### config.mk
export PLATFORM = sky130hd
export DESIGN_NAME = mem2
export DESIGN_NICKNAME = d
export VERILOG_FILES = /design/src/rtl/mem2_pkg.sv /design/src/rtl/mem2_load_align.sv /design/src/rtl/mem2.sv
export SDC_FILE = /design/constraint.sdc
export NUM_CORES = 1
export LEC_CHECK = 0
export BUFFER_PORTS_ARGS = -buffer_cell sky130_fd_sc_hd__buf_2
export CORE_ASPECT_RATIO = 1.25
export CORE_MARGIN = 8
export CORE_UTILIZATION = 54
export DETAILED_ROUTE_END_ITERATION = 8
export GPL_TIMING_DRIVEN = 0
export PLACE_DENSITY = 0.83
export REMOVE_ABC_BUFFERS = 1
export SLEW_MARGIN = 20
export SYNTH_ARGS = -nofsm -noshare
export SYNTH_HDL_FRONTEND = slang
export SYNTH_SLANG_ARGS = --single-unit
### constraint.sdc
create_clock -name clk -period 9.3 [get_ports clk]
set_input_delay 0.93 -clock clk [delete_from_list [all_inputs] [get_ports clk]]
set_output_delay 0.93 -clock clk [all_outputs]
set_load 0.005 [all_outputs]
### src/rtl/mem2_pkg.sv
// Shared definitions for the second memory stage: bus layouts, load/store size
// encodings, FSM state encoding, debug view and the drop-counter update rule.
package mem2_pkg;

    localparam int MEM12MEM2_BUS_SIZE = 76;
    localparam int MEM22WB_BUS_SIZE   = 70;

    // ld_st_size encodings carried in mem_control[2:0]
    localparam logic [2:0] LS_SIZE_B = 3'd4;
    localparam logic [2:0] LS_SIZE_H = 3'd2;
    localparam logic [2:0] LS_SIZE_W = 3'd1;

    // Responses still owed to flushed instructions never exceed two.
    localparam logic [1:0] DROP_MAX = 2'd2;

    typedef enum logic [1:0] {
        MEM2_EMPTY = 2'd0,
        MEM2_READY = 2'd1,
        MEM2_WAIT  = 2'd2,
        MEM2_HAVE  = 2'd3
    } mem2_state_e;

    typedef struct packed {
        logic       inst_load;
        logic       inst_store;
        logic       ld_bh_sign;
        logic [2:0] ld_st_size;
    } mem_control_t;

    typedef struct packed {
        mem_control_t mem_control;
        logic [31:0]  exe_result;
        logic [4:0]   wb_wdest;
        logic         wb_we;
        logic [31:0]  pc;
    } mem12mem2_bus_t;

    typedef struct packed {
        logic [4:0]  wb_wdest;
        logic        wb_we;
        logic [31:0] wb_wdata;
        logic [31:0] pc;
    } mem22wb_bus_t;

    // Observation port so checkers can see the FSM and the response bookkeeping.
    typedef struct packed {
        mem2_state_e state;
        logic [1:0]  drop_cnt;
        logic        held_ls;
    } mem2_dbg_t;

    // Next value of the drop counter; increment and decrement in the same
    // cycle cancel, increment saturates at DROP_MAX.
    function automatic logic [1:0] drop_next(input logic [1:0] cur,
                                             input logic       inc,
                                             input logic       dec);
        logic [1:0] n;
        n = cur;
        if (inc && !dec) begin
            n = (cur == DROP_MAX) ? DROP_MAX : cur + 2'd1;
        end else if (dec && !inc) begin
            n = cur - 2'd1;
        end
        return n;
    endfunction

endpackage

### src/rtl/mem2_load_align.sv
// Load data alignment: picks the addressed byte/halfword out of a 32-bit word
// and sign- or zero-extends it. Word loads pass through untouched.
module mem2_load_align
    import mem2_pkg::*;
(
    input  logic [31:0] d,
    input  logic [1:0]  off,
    input  logic [2:0]  size,
    input  logic        sign,
    output logic [31:0] result
);

    logic [31:0] byte_shift;
    logic [31:0] half_shift;
    logic [7:0]  b;
    logic [15:0] h;

    // Shift the addressed lane down to bit 0, then extend according to size.
    always_comb begin
        byte_shift = d >> {off, 3'b000};
        half_shift = d >> {off[1], 4'b0000};
        b          = byte_shift[7:0];
        h          = half_shift[15:0];
        result     = d;
        case (size)
            LS_SIZE_B: result = {{24{sign & b[7]}}, b};
            LS_SIZE_H: result = {{16{sign & h[15]}}, h};
            default:   result = d;
        endcase
    end

endmodule

### src/rtl/mem2.sv
// Second memory stage. Holds one instruction from mem1, waits for the data-SRAM
// response of a load/store, aligns load data and presents the result to WB.
//
// Handshake: a stage "over" signal means the stage holds a finished result this
// cycle; the downstream "allowin" means it will take it at the next posedge.
// A transfer happens exactly when over && allowin are both high at a posedge,
// and an upstream stage may drop or change its offer only after such a transfer.
module mem2
    import mem2_pkg::*;
#(
    parameter int DW       = 32,
    parameter bit RESP_BYP = 1'b1
)
(
    input  logic                          clk,
    input  logic                          rst,
    input  logic [MEM12MEM2_BUS_SIZE-1:0] mem12mem2_bus_i,
    input  logic                          ctl_mem1_over_i,
    output logic                          ctl_mem2_allowin_o,
    input  logic                          ctl_flush_i,
    input  logic                          data_sram_data_ok_i,
    input  logic [DW-1:0]                 data_sram_rdata_i,
    output logic [MEM22WB_BUS_SIZE-1:0]   mem22wb_bus_o,
    output logic                          ctl_mem2_over_o,
    input  logic                          ctl_wb_allowin_i,
    output logic [4:0]                    ctl_mem2_dest_o,
    output logic [DW-1:0]                 ctl_mem2_pc_o,
    output logic                          ctl_mem2_fwd_valid_o,
    output logic [DW-1:0]                 ctl_mem2_fwd_data_o,
    output mem2_dbg_t                     dbg_o
);

    mem12mem2_bus_t bus_in;
    mem12mem2_bus_t bus_q;
    mem2_state_e    state_q;
    logic           valid_q;
    logic [31:0]    rbuf_q;
    logic [1:0]     drop_q;

    logic        ls_in;
    logic        in_wait;
    logic        resp_take;
    logic        wait_open;
    logic        ready_go;
    logic        allowin;
    logic        latch_raw;
    logic        latch;
    logic        leave;
    logic        drop_inc;
    logic        drop_dec;
    logic [31:0] load_src;
    logic [31:0] load_data;
    logic [31:0] wb_wdata;
    mem22wb_bus_t wb_bus;

    assign bus_in = mem12mem2_bus_i;
    assign ls_in  = bus_in.mem_control.inst_load | bus_in.mem_control.inst_store;

    // A response belongs to the held instruction only when nothing older is
    // still owed to a flushed access.
    assign in_wait   = valid_q && (state_q == MEM2_WAIT);
    assign resp_take = data_sram_data_ok_i && (drop_q == 2'd0);
    assign wait_open = in_wait && !resp_take;

    assign ready_go = valid_q && ((state_q == MEM2_READY) || (state_q == MEM2_HAVE) ||
                                  (in_wait && resp_take && RESP_BYP));
    assign allowin   = !valid_q || (ready_go && ctl_wb_allowin_i);
    assign latch_raw = allowin && ctl_mem1_over_i;
    assign latch     = latch_raw && !ctl_flush_i;
    assign leave     = ready_go && ctl_wb_allowin_i;

    // A flushed access whose response has not arrived yet must have that
    // response discarded later: either the one waiting here, or a load/store
    // mem1 hands over in the very cycle of the flush.
    assign drop_inc = ctl_flush_i && (wait_open || (latch_raw && ls_in));
    assign drop_dec = data_sram_data_ok_i && (drop_q != 2'd0);

    // Main FSM: occupancy, held bus and the load/store progress state.
    always_ff @(posedge clk or posedge rst) begin
        if (rst) begin
            valid_q <= 1'b0;
            state_q <= MEM2_EMPTY;
            bus_q   <= '0;
        end else if (ctl_flush_i) begin
            valid_q <= 1'b0;
            state_q <= MEM2_EMPTY;
        end else if (latch) begin
            valid_q <= 1'b1;
            bus_q   <= bus_in;
            state_q <= ls_in ? MEM2_WAIT : MEM2_READY;
        end else if (leave) begin
            valid_q <= 1'b0;
            state_q <= MEM2_EMPTY;
        end else if (in_wait && resp_take) begin
            state_q <= MEM2_HAVE;
        end
    end

    // Response bookkeeping: buffer the held access's data, count responses to drop.
    always_ff @(posedge clk or posedge rst) begin
        if (rst) begin
            rbuf_q <= '0;
            drop_q <= '0;
        end else begin
            drop_q <= drop_next(drop_q, drop_inc, drop_dec);
            if (in_wait && resp_take) begin
                rbuf_q <= data_sram_rdata_i;
            end
        end
    end

    // In HAVE the data comes from the buffer; otherwise it is the bypassed response.
    assign load_src = (state_q == MEM2_HAVE) ? rbuf_q : data_sram_rdata_i;

    mem2_load_align u_align (
        .d      (load_src),
        .off    (bus_q.exe_result[1:0]),
        .size   (bus_q.mem_control.ld_st_size),
        .sign   (bus_q.mem_control.ld_bh_sign),
        .result (load_data)
    );

    assign wb_wdata = bus_q.mem_control.inst_load ? load_data : bus_q.exe_result;

    assign wb_bus.wb_wdest = bus_q.wb_wdest;
    assign wb_bus.wb_we    = bus_q.wb_we;
    assign wb_bus.wb_wdata = wb_wdata;
    assign wb_bus.pc       = bus_q.pc;

    assign mem22wb_bus_o        = wb_bus;
    assign ctl_mem2_allowin_o   = allowin;
    assign ctl_mem2_over_o      = ready_go;
    assign ctl_mem2_dest_o      = valid_q ? bus_q.wb_wdest : 5'd0;
    assign ctl_mem2_pc_o        = bus_q.pc;
    assign ctl_mem2_fwd_valid_o = ready_go && bus_q.wb_we;
    assign ctl_mem2_fwd_data_o  = wb_wdata;

    assign dbg_o.state    = state_q;
    assign dbg_o.drop_cnt = drop_q;
    assign dbg_o.held_ls  = valid_q &&
                            (bus_q.mem_control.inst_load | bus_q.mem_control.inst_store);

endmodule
==> reports/metrics.csv <==
metric,value,unit
synth_top_flop_cell,dfrtp_1,
final_util,65.6,%
cp_max_fo,42,
path_clk_slew,0.06,ns
drv_cap,0,
cts_buffer_depth,2,
slew_violations,0,
fmax,0.205,GHz
cts_tree,yes,
fillers,1020,
ant_nets,0,
routabilityCongestion,0.879,
die_y,143,µm
crit_type,flop to primary output,
post-route-period-util,52.4,%
dpl.hpwl,14.4,mm
clockRootBuffer,clkbuf_16,
gr-usage-met2,40.9,%
grt_setup_unrepaired,no,
multi_input_area,3180,µm²
cts_setup_buffers,0,
ctsResizeCount,0,
cts_made_buffers,17,
routedWlPerCell,20.3,µm
antenna_found_initial,2,
grt.total_usage,23.1,%
setup_slack,4.42,ns
grt_pass1_vias,5986,
port_buffers,260,
arrival,3.95,ns
worst_ep_required_time,8.37,ns
clock_sinks,113,
synth_top_cell_area_share,40.6,%
worst_pin_slew,0.863,ns
ys_ff_latch,113,
synth.yosys.seq_area_share,40.6,%
use_met1,25.1,%
ir_worst_vdd,0.135,mV
regArea,2830,µm²
fin_crit,4.88,ns
cp-start-kind,flop,
netlist_area,6960,µm²
setup_viol,0,
ys_async_sr_fraction,100,%
syn_inst,646,
p_leak,3.99,nW
ios,261,
core,12700,µm²
routed_wl,19.6,mm
maxSlewHeadroom,42.3,%
grt-busiest-layer,met2,
yosysWarnings,0,
overflow,0,
timing.final.hold_violations,0,
final_nets,900,
htreeDepth,4,
power.density,259,nW/µm²
yosys-top-cells-area,"dfrtp_1 (41%), mux2_2 (18%), buf_4 (11%), mux2i_1 (2.6%), a21bo_2 (2.4%)",
post-place-ws,4.93,ns
finalSetupTns,0,ns
die_x,118,µm
met3_usage,6.80,%
hp-class,flop to flop,
drt_drc_violations_left,0,
synth_edf_count,0,
endpoint_kind,primary output,
core.rowCount,46,
via_per_inst,5.83,
status,completed,
firstDrtPassIters,5,
ctsHoldBuffers,0,
drive_gt1_share,56.3,%
start_util,55.0,%
vias,5627,
grt_pass1_wl,31.0,mm
worst_skew_pair.late_latency,0.42,ns
synth_cell_types,54,
yosysTopAreaCell,dfrtp_1,
avgSynthCellArea,10.8,µm²
grt_max_degree,59,
finClkSkew,0.00830,ns
drtIter0Drc,395,
timing.hold.ws,0.508,ns
areaGrowthSynthToFinish,19.2,%
die-area,16800,µm²
## worst max-delay path, stage by stage (launching register included)
cell,delay (ns)
dfrtp_2,0.85
nand2_2,0.61
mux4_2,0.65
or3_1,0.70
a221oi_1,0.49
buf_2,0.20
## per-layer routing
metal | vias up | routed length, µm
li1 | 2545 | -
met1 | 2750 | 7320
met2 | 280 | 10200
met3 | 50 | 1480
met4 | 2 | 519
met5 | - | 13
## cells in the final DEF (no fill, tap or decap), types with 6 or more instances in the layout
cell type,count
inv_1,6
a31oi_1,16
clkbuf_16,17
mux2i_1,18
dfrtp_1,110
buf_2,260
a211oi_1,6
and2_1,19
a22oi_1,16
a21bo_2,17
mux2_2,109
o22ai_1,17
o221a_2,10
nor2_1,38
a21oi_1,14
nand3_1,19
nand2_1,7
a2bb2oi_1,7
## synth_stat cells, types with 10 or more instances
| cell type | count |
|---|---|
| a21bo_2 | 17 |
| a21oi_1 | 14 |
| a22oi_1 | 16 |
| a31oi_1 | 16 |
| and2_1 | 19 |
| buf_4 | 103 |
| clkbuf_1 | 29 |
| dfrtp_1 | 113 |
| mux2_2 | 109 |
| mux2i_1 | 18 |
| nand3_1 | 19 |
| nor2_1 | 39 |
| o221a_2 | 10 |
| o22ai_1 | 17 |
## metrics by stage
| step | cells | power, W | area (µm²) |
|---|---|---|---|
| global route | 965 | 0.00226 | 8300 |
| CTS | 964 | 0.00217 | 8300 |
| finish | 965 | 0.00215 | 8300 |
| global placement | 927 | 0.00144 | 7530 |
| floorplan | 499 | 0.00113 | 6020 |
| detailed placement | 932 | 0.00147 | 7670 |
## flip-flops by register name, indices dropped and copies added, names as in the netlist
register / count
bus_q: 38
ctl_mem2_pc_o: 32
drop_q: 2
mem22wb_bus_o: 6
rbuf_q: 32
state_q: 2
valid_q: 1
## final timing paths
path | start | endpoint | slack (ns) | cells after the start
hold reg to reg | rbuf_q[1] | rbuf_q[1] | 0.51 | 1
hold / removal | rbuf_q[1] | rbuf_q[1] | 0.51 | 1
min in group asynchronous | rst | ctl_mem2_pc_o[17] | 0.57 | 2
setup / recovery | state_q[1] | ctl_mem2_fwd_data_o[7] | 4.42 | 5
max in group asynchronous | rst | rbuf_q[20] | 8.04 | 3
setup reg to reg | state_q[1] | bus_q[40] | 6.70 | 5
## power breakdown
| part | switching, W | internal, W |
|---|---|---|
| logic | 0.000346 | 0.000375 |
| registers | 0.000116 | 0.000633 |
| clock network | 0.000243 | 0.000440 |
## kinds of logic after synthesis
kind of cell             count (synthesis)  share of synthesized area [%]
buffers and inverters                  155                           14.0
AO/OA/AOI/OAI                          135                           15.4
multiplexers                           130                           21.2
flip-flops                             113                           40.6
AND/OR/NAND/NOR                        108                           7.98
adder cells (fa/ha/maj)                  3                          0.539
XOR/XNOR                                 2                          0.252
## final cells by class
cell class / instances / area share (%)
Antenna cell: 1 / 0.0301
Clock inverter: 13 / 2.11
Tap cell: 168 / 2.53
Clock buffer: 19 / 5.46
Multi-Input combinational cell: 378 / 38.3
Timing Repair Buffer: 265 / 17.0
Sequential cell: 113 / 34.1
Inverter: 8 / 0.422
(Power assumes the default switching activity.)
